**config.mk**
```make
export PLATFORM = sky130hd
export DESIGN_NAME = intr_service_seq432
export DESIGN_NICKNAME = d
export VERILOG_FILES = /design/src/rtl/intr432_pkg.sv /design/src/rtl/req_latch432.sv /design/src/rtl/intr_service_seq432.sv
export SDC_FILE = /design/constraint.sdc
export NUM_CORES = 1
export LEC_CHECK = 0
export ABC_CLOCK_PERIOD_IN_PS = 2200
export CORE_MARGIN = 10
export CORE_UTILIZATION = 40
export DETAILED_ROUTE_END_ITERATION = 10
export HOLD_SLACK_MARGIN = 0.15
export PLACE_DENSITY = 0.67
export SLEW_MARGIN = 40
export SYNTH_ARGS = -nofsm -noshare
export SYNTH_HDL_FRONTEND = slang
export SYNTH_HIERARCHICAL = 1
export SYNTH_SLANG_ARGS = --single-unit
```
**constraint.sdc**
```tcl
create_clock -name clk -period 2.2 [get_ports clk]
set_input_delay 0.33 -clock clk [delete_from_list [all_inputs] [get_ports clk]]
set_output_delay 0.33 -clock clk [all_outputs]
set_load 0.01 [all_outputs]
```
**src/rtl/intr432_pkg.sv**
```systemverilog
// Shared types for the 27-channel interrupt service sequencer.
package intr432_pkg;

    localparam int NCH = 9;

    typedef enum logic [1:0] {
        GRP_NONE = 2'b00,
        GRP_A    = 2'b01,
        GRP_B    = 2'b10,
        GRP_C    = 2'b11
    } grp_e;

    typedef enum logic [1:0] {
        ST_IDLE,
        ST_ASSERT,
        ST_CLEAR,
        ST_RELEASE
    } state_e;

    typedef struct packed {
        grp_e       grp;
        logic [3:0] idx;
    } vec_t;

    // One-hot mask for a channel index within a group.
    function automatic logic [NCH-1:0] chan_mask(input logic [3:0] idx);
        logic [NCH-1:0] one;
        one = {{(NCH-1){1'b0}}, 1'b1};
        return one << idx;
    endfunction

endpackage

```
**src/rtl/req_latch432.sv**
```systemverilog
// One group's bank of request latches: pulses set bits, service clears them.
module req_latch432
    import intr432_pkg::*;
(
    input  logic           clk,
    input  logic           rst,
    input  logic [NCH-1:0] set,
    input  logic [NCH-1:0] clr,
    output logic [NCH-1:0] q
);

    // Set dominates clear, so a fresh pulse on the serviced bit is kept.
    always_ff @(posedge clk) begin
        if (rst) q <= '0;
        else     q <= (q & ~clr) | set;
    end

endmodule

```
**src/rtl/intr_service_seq432.sv**
```systemverilog
// Service sequencer: latches requests, takes the controller's winner and
// runs the irq/ack handshake, clearing the serviced bit after each ack.
module intr_service_seq432
    import intr432_pkg::*;
#(
    parameter int ACK_TIMEOUT = 255
) (
    input  logic           clk,
    input  logic           rst,
    input  logic [NCH-1:0] set_a_i,
    input  logic [NCH-1:0] set_b_i,
    input  logic [NCH-1:0] set_c_i,
    output logic [NCH-1:0] req_a_o,
    output logic [NCH-1:0] req_b_o,
    output logic [NCH-1:0] req_c_o,
    input  logic           pa_i,
    input  logic           pb_i,
    input  logic           pc_i,
    input  logic [3:0]     chan_i,
    output logic           irq_o,
    output logic [5:0]     vec_o,
    input  logic           ack_i,
    output logic           err_o
);

    localparam int             CW       = $clog2(ACK_TIMEOUT + 1);
    localparam logic [CW-1:0]  CNT_LAST = CW'(ACK_TIMEOUT - 1);
    localparam logic [CW-1:0]  CNT_MAX  = {CW{1'b1}};
    localparam logic [3:0]     CHAN_MAX = 4'(NCH - 1);

    state_e                   state;
    vec_t                     vec_q;
    logic [CW-1:0]            cnt;
    logic                     irq_q;
    logic                     err_q;
    grp_e                     win_grp;
    logic [2:0][NCH-1:0]      set_g;
    logic [2:0][NCH-1:0]      clr_g;
    logic [2:0][NCH-1:0]      req_g;

    assign set_g = {set_c_i, set_b_i, set_a_i};

    // One latch bank per group (index 0 = A, 1 = B, 2 = C).
    for (genvar g = 0; g < 3; g++) begin : g_lat
        req_latch432 u_lat (
            .clk (clk),
            .rst (rst),
            .set (set_g[g]),
            .clr (clr_g[g]),
            .q   (req_g[g])
        );
    end

    assign req_a_o = req_g[0];
    assign req_b_o = req_g[1];
    assign req_c_o = req_g[2];

    // Group decode: A beats B beats C.
    always_comb begin
        win_grp = GRP_NONE;
        if (pa_i)      win_grp = GRP_A;
        else if (pb_i) win_grp = GRP_B;
        else if (pc_i) win_grp = GRP_C;
    end

    // Clear the serviced bit only during the single CLEAR cycle.
    always_comb begin
        clr_g = '0;
        if (state == ST_CLEAR) begin
            case (vec_q.grp)
                GRP_A:   clr_g[0] = chan_mask(vec_q.idx);
                GRP_B:   clr_g[1] = chan_mask(vec_q.idx);
                GRP_C:   clr_g[2] = chan_mask(vec_q.idx);
                default: clr_g    = '0;
            endcase
        end
    end

    // Handshake FSM with registered irq/err and a saturating ack timer.
    always_ff @(posedge clk) begin
        if (rst) begin
            state <= ST_IDLE;
            vec_q <= '0;
            cnt   <= '0;
            irq_q <= 1'b0;
            err_q <= 1'b0;
        end else begin
            err_q <= 1'b0;
            case (state)
                ST_IDLE: begin
                    if (win_grp != GRP_NONE) begin
                        if (chan_i <= CHAN_MAX) begin
                            vec_q <= {win_grp, chan_i};
                            cnt   <= '0;
                            irq_q <= 1'b1;
                            state <= ST_ASSERT;
                        end else begin
                            err_q <= 1'b1;
                        end
                    end
                end
                ST_ASSERT: begin
                    if (ack_i) begin
                        irq_q <= 1'b0;
                        state <= ST_CLEAR;
                    end else if (cnt == CNT_LAST) begin
                        // Abandon but keep the latch so re-arbitration can retry.
                        irq_q <= 1'b0;
                        err_q <= 1'b1;
                        state <= ST_IDLE;
                    end else if (cnt != CNT_MAX) begin
                        cnt <= cnt + 1'b1;
                    end
                end
                ST_CLEAR: begin
                    state <= ST_RELEASE;
                end
                ST_RELEASE: begin
                    if (!ack_i) state <= ST_IDLE;
                end
                default: state <= ST_IDLE;
            endcase
        end
    end

    assign irq_o = irq_q;
    assign vec_o = vec_q;
    assign err_o = err_q;

endmodule
```
==> impl_metrics.yaml <==
finish:
  drive_above_1_share_pct: 24.1
  area_delta_synth_final_pct: 38.1
  n_antenna_cell: 0
  nNetsFinal: 382
  postLayoutCellArea_um2: 3310
  final_cell_count_no_fill: 419
  fillers: 545
placement:
  placedCellCount: 411
  placed_area_um2: 3220
  dp_hpwl_mm: 4.83
  io_buffers: 71
  place_congestion: 0.797
timing:
  whs_ns: 0.486
  rsz0062_at_grt: "false"
  finalMaxSlewViolations: 0
  slew-limit-headroom_pct: 56.4
  post-route-period-util_pct: 84.4
  period_minus_slack_ns: 1.86
  finalSetupTns_ns: 0
  hold_viol: 0
  max_freq_mhz: 538
  worst_pin_slew_ns: 0.651
  finalClockSkew_ns: 0.0116
  finalSetupViolCount: 0
route:
  vias: 2002
  drcViolationCount: 0
  via_per_inst: 4.78
  antenna_left: 0
  drtIter0Drc: 32
  drt_first_pass_iters: 4
  wl_per_cell_um: 14.7
  routed_wl_mm: 6.17
synth:
  ys.flop_type: "dfxtp_1"
  async_flop_share_pct: 0
  netlist.area_leader.share_pct: 37.6
  synth-compound-area-share_pct: 17.8
  synth_top_cell_by_area: "dfxtp_1"
  yosysMostFrequentCell: "dfxtp_1"
  synth.area.mux_share_pct: 1.67
  synth-seq-cells: 45
  netlist_instances: 262
  synth_fp_nets: 301
  synthTopCellsByArea: "dfxtp_1, nand2b_4, a21oi_2"
  synth_xor_area_share_pct: 0
  synth_fa_ha_area_share_pct: 1.04
  synthSimpleGateAreaFrac_pct: 33.8
  synth_top_family_by_area: "simple AND/OR/NAND/NOR gates"
  synthTopCellsByCount: "dfxtp_1, nor2_1, inv_1"
  ys_types: 38
  synth_enable_flop_cells: 0
  synth_seq_area_share_pct: 37.6
  synth_area_um2: 2400
  yosys_warnings: 6
  syn_avg_cell_area_um2: 9.15
floorplan:
  core-area_um2: 5890
  start_util_pct: 40.8
  row_count: 28
  die_width_um: 97.4
  die_y_um: 97.4
  die_area_um2: 9490
  io_pins: 72
global_routing:
  grt_overflow: 0
  grtUsageTotal_pct: 12.9
  met3_usage_pct: 4.20
  top_usage_layer: "met2"
  grt_pass1_vias: 1982
  grt_use_met1_pct: 16.3
  grt_util_met2_pct: 19.9
  antenna_found_initial: 0
  grt_max_degree: 24
  grt_pass1_wl_mm: 10.2
clock_tree:
  cts_made_buffers: 5
  clk_path_buf_depth: 2
  post_cts_buffers: 0
  clk-insertion-delay-late_ns: 0.31
  cts_resized: 0
  htreeDepth: 2
  cts_tree: "built"
  cts.sinks: 45
  clk_pin_slew_ns: 0.10
  cts-root-buf: "clkbuf_8"
  hold_buffers: 0
power:
  vdd_drop_max_mv: 0.397
  p_per_area_nw_per_um2: 574
  leakage_nw: 1.26
setup_path:
  cp_max_fo: 9
  endpoint_kind: "register"
  cp_data_required_time_ns: 2.43
  crit_type: "primary input to register"
  cp-start-kind: "primary input"
  arrival_ns: 2.09
outcome:
  outcome: "finished, final reports clean"
hold_path:
  hold_class: "primary input to register"
run:
  max-cap-violations: 0
## critical path, cell delays in order
cell and delay, ns:
clkdlybuf4s50_1 0.42, o31a_1 0.32, or4_4 0.59, buf_4 0.20, nor2b_1 0.12, nor3_1 0.12
## registers in the layout, indices dropped and copies added, names as in the netlist, named ones only
name,cells
err_o,1
g_lat.u_lat/q,27
irq_o,1
state,1
cnt,8
vec_o,6
## routing by layer
layer / routed length (um) / up-vias
li1: - / 1015
met2: 2780 / 59
met1: 2840 / 919
met4: 108 / 0
met5: 0 / -
met3: 447 / 9
## path summary, 6_finish.rpt
check	depth (start not counted)	from	slack (ns)	to
max	6	chan_i[0]	0.34	irq_o$_SDFFE_PP0P_
min	2	rst	0.49	register
max reg2reg	6	cnt[1]$_SDFFE_PP0P_	0.35	cnt[0]$_SDFFE_PP0P_
min reg2reg	2	g_lat[1].u_lat/q[0]$_SDFF_PP0_	0.49	g_lat[1].u_lat/q[0]$_SDFF_PP0_
## kinds of logic (layout without fill, tap and decap cells)
| family | after synthesis | in the layout |
|---|---|---|
| buf+inv | 42 | 124 |
| compound gates | 52 | 52 |
| fa+ha+maj | 2 | 2 |
| simple gates | 117 | 117 |
| flops | 45 | 45 |
| mux | 4 | 4 |
## placed cells by master (no fill, tap or decap), types with 6 or more instances in the layout
cell type,synthesis,final
nand2_1,10,10
nor2b_1,6,6
clkdlybuf4s50_1,0,70
a21oi_1,7,7
nand2b_4,27,27
inv_1,34,34
nor2_1,41,41
buf_4,0,11
dfxtp_1,45,45
nand3_1,13,13
a21oi_2,27,27
## layout make-up
cell class | count | area [um^2] | area share [%]
inverter | 34 | 128 | 3.85
clock inverter | 3 | 21.3 | 0.642
clock buffer | 5 | 68.8 | 2.08
sequential | 45 | 901 | 27.2
tap | 75 | 93.8 | 2.83
timing repair buffer | 82 | 788 | 23.8
multi-input combinational | 175 | 1310 | 39.6
## metrics by stage
| step | util, % | worst slack (ns) | power [mW] |
|---|---|---|---|
| 6_report | 56.3 | 0.343 | 1.90 |
| 5_1_grt | 56.3 | 0.176 | 2.00 |
| 4_1_cts | 56.3 | 0.335 | 1.93 |
| 3_5_place_dp | 54.8 | 0.0330 | 1.39 |
| 3_3_place_gp | 54.6 | 0.0545 | 1.38 |
| 2_1_floorplan | - | 0.577 | 1.17 |
## where the power goes
part	total [mW]	internal (mW)	switching, mW
sequential	0.931	0.869	0.0627
combinational	0.437	0.250	0.186
clock	0.533	0.226	0.307
total	1.90	1.34	0.556
Note: power is estimated with default switching activity, not from simulation.
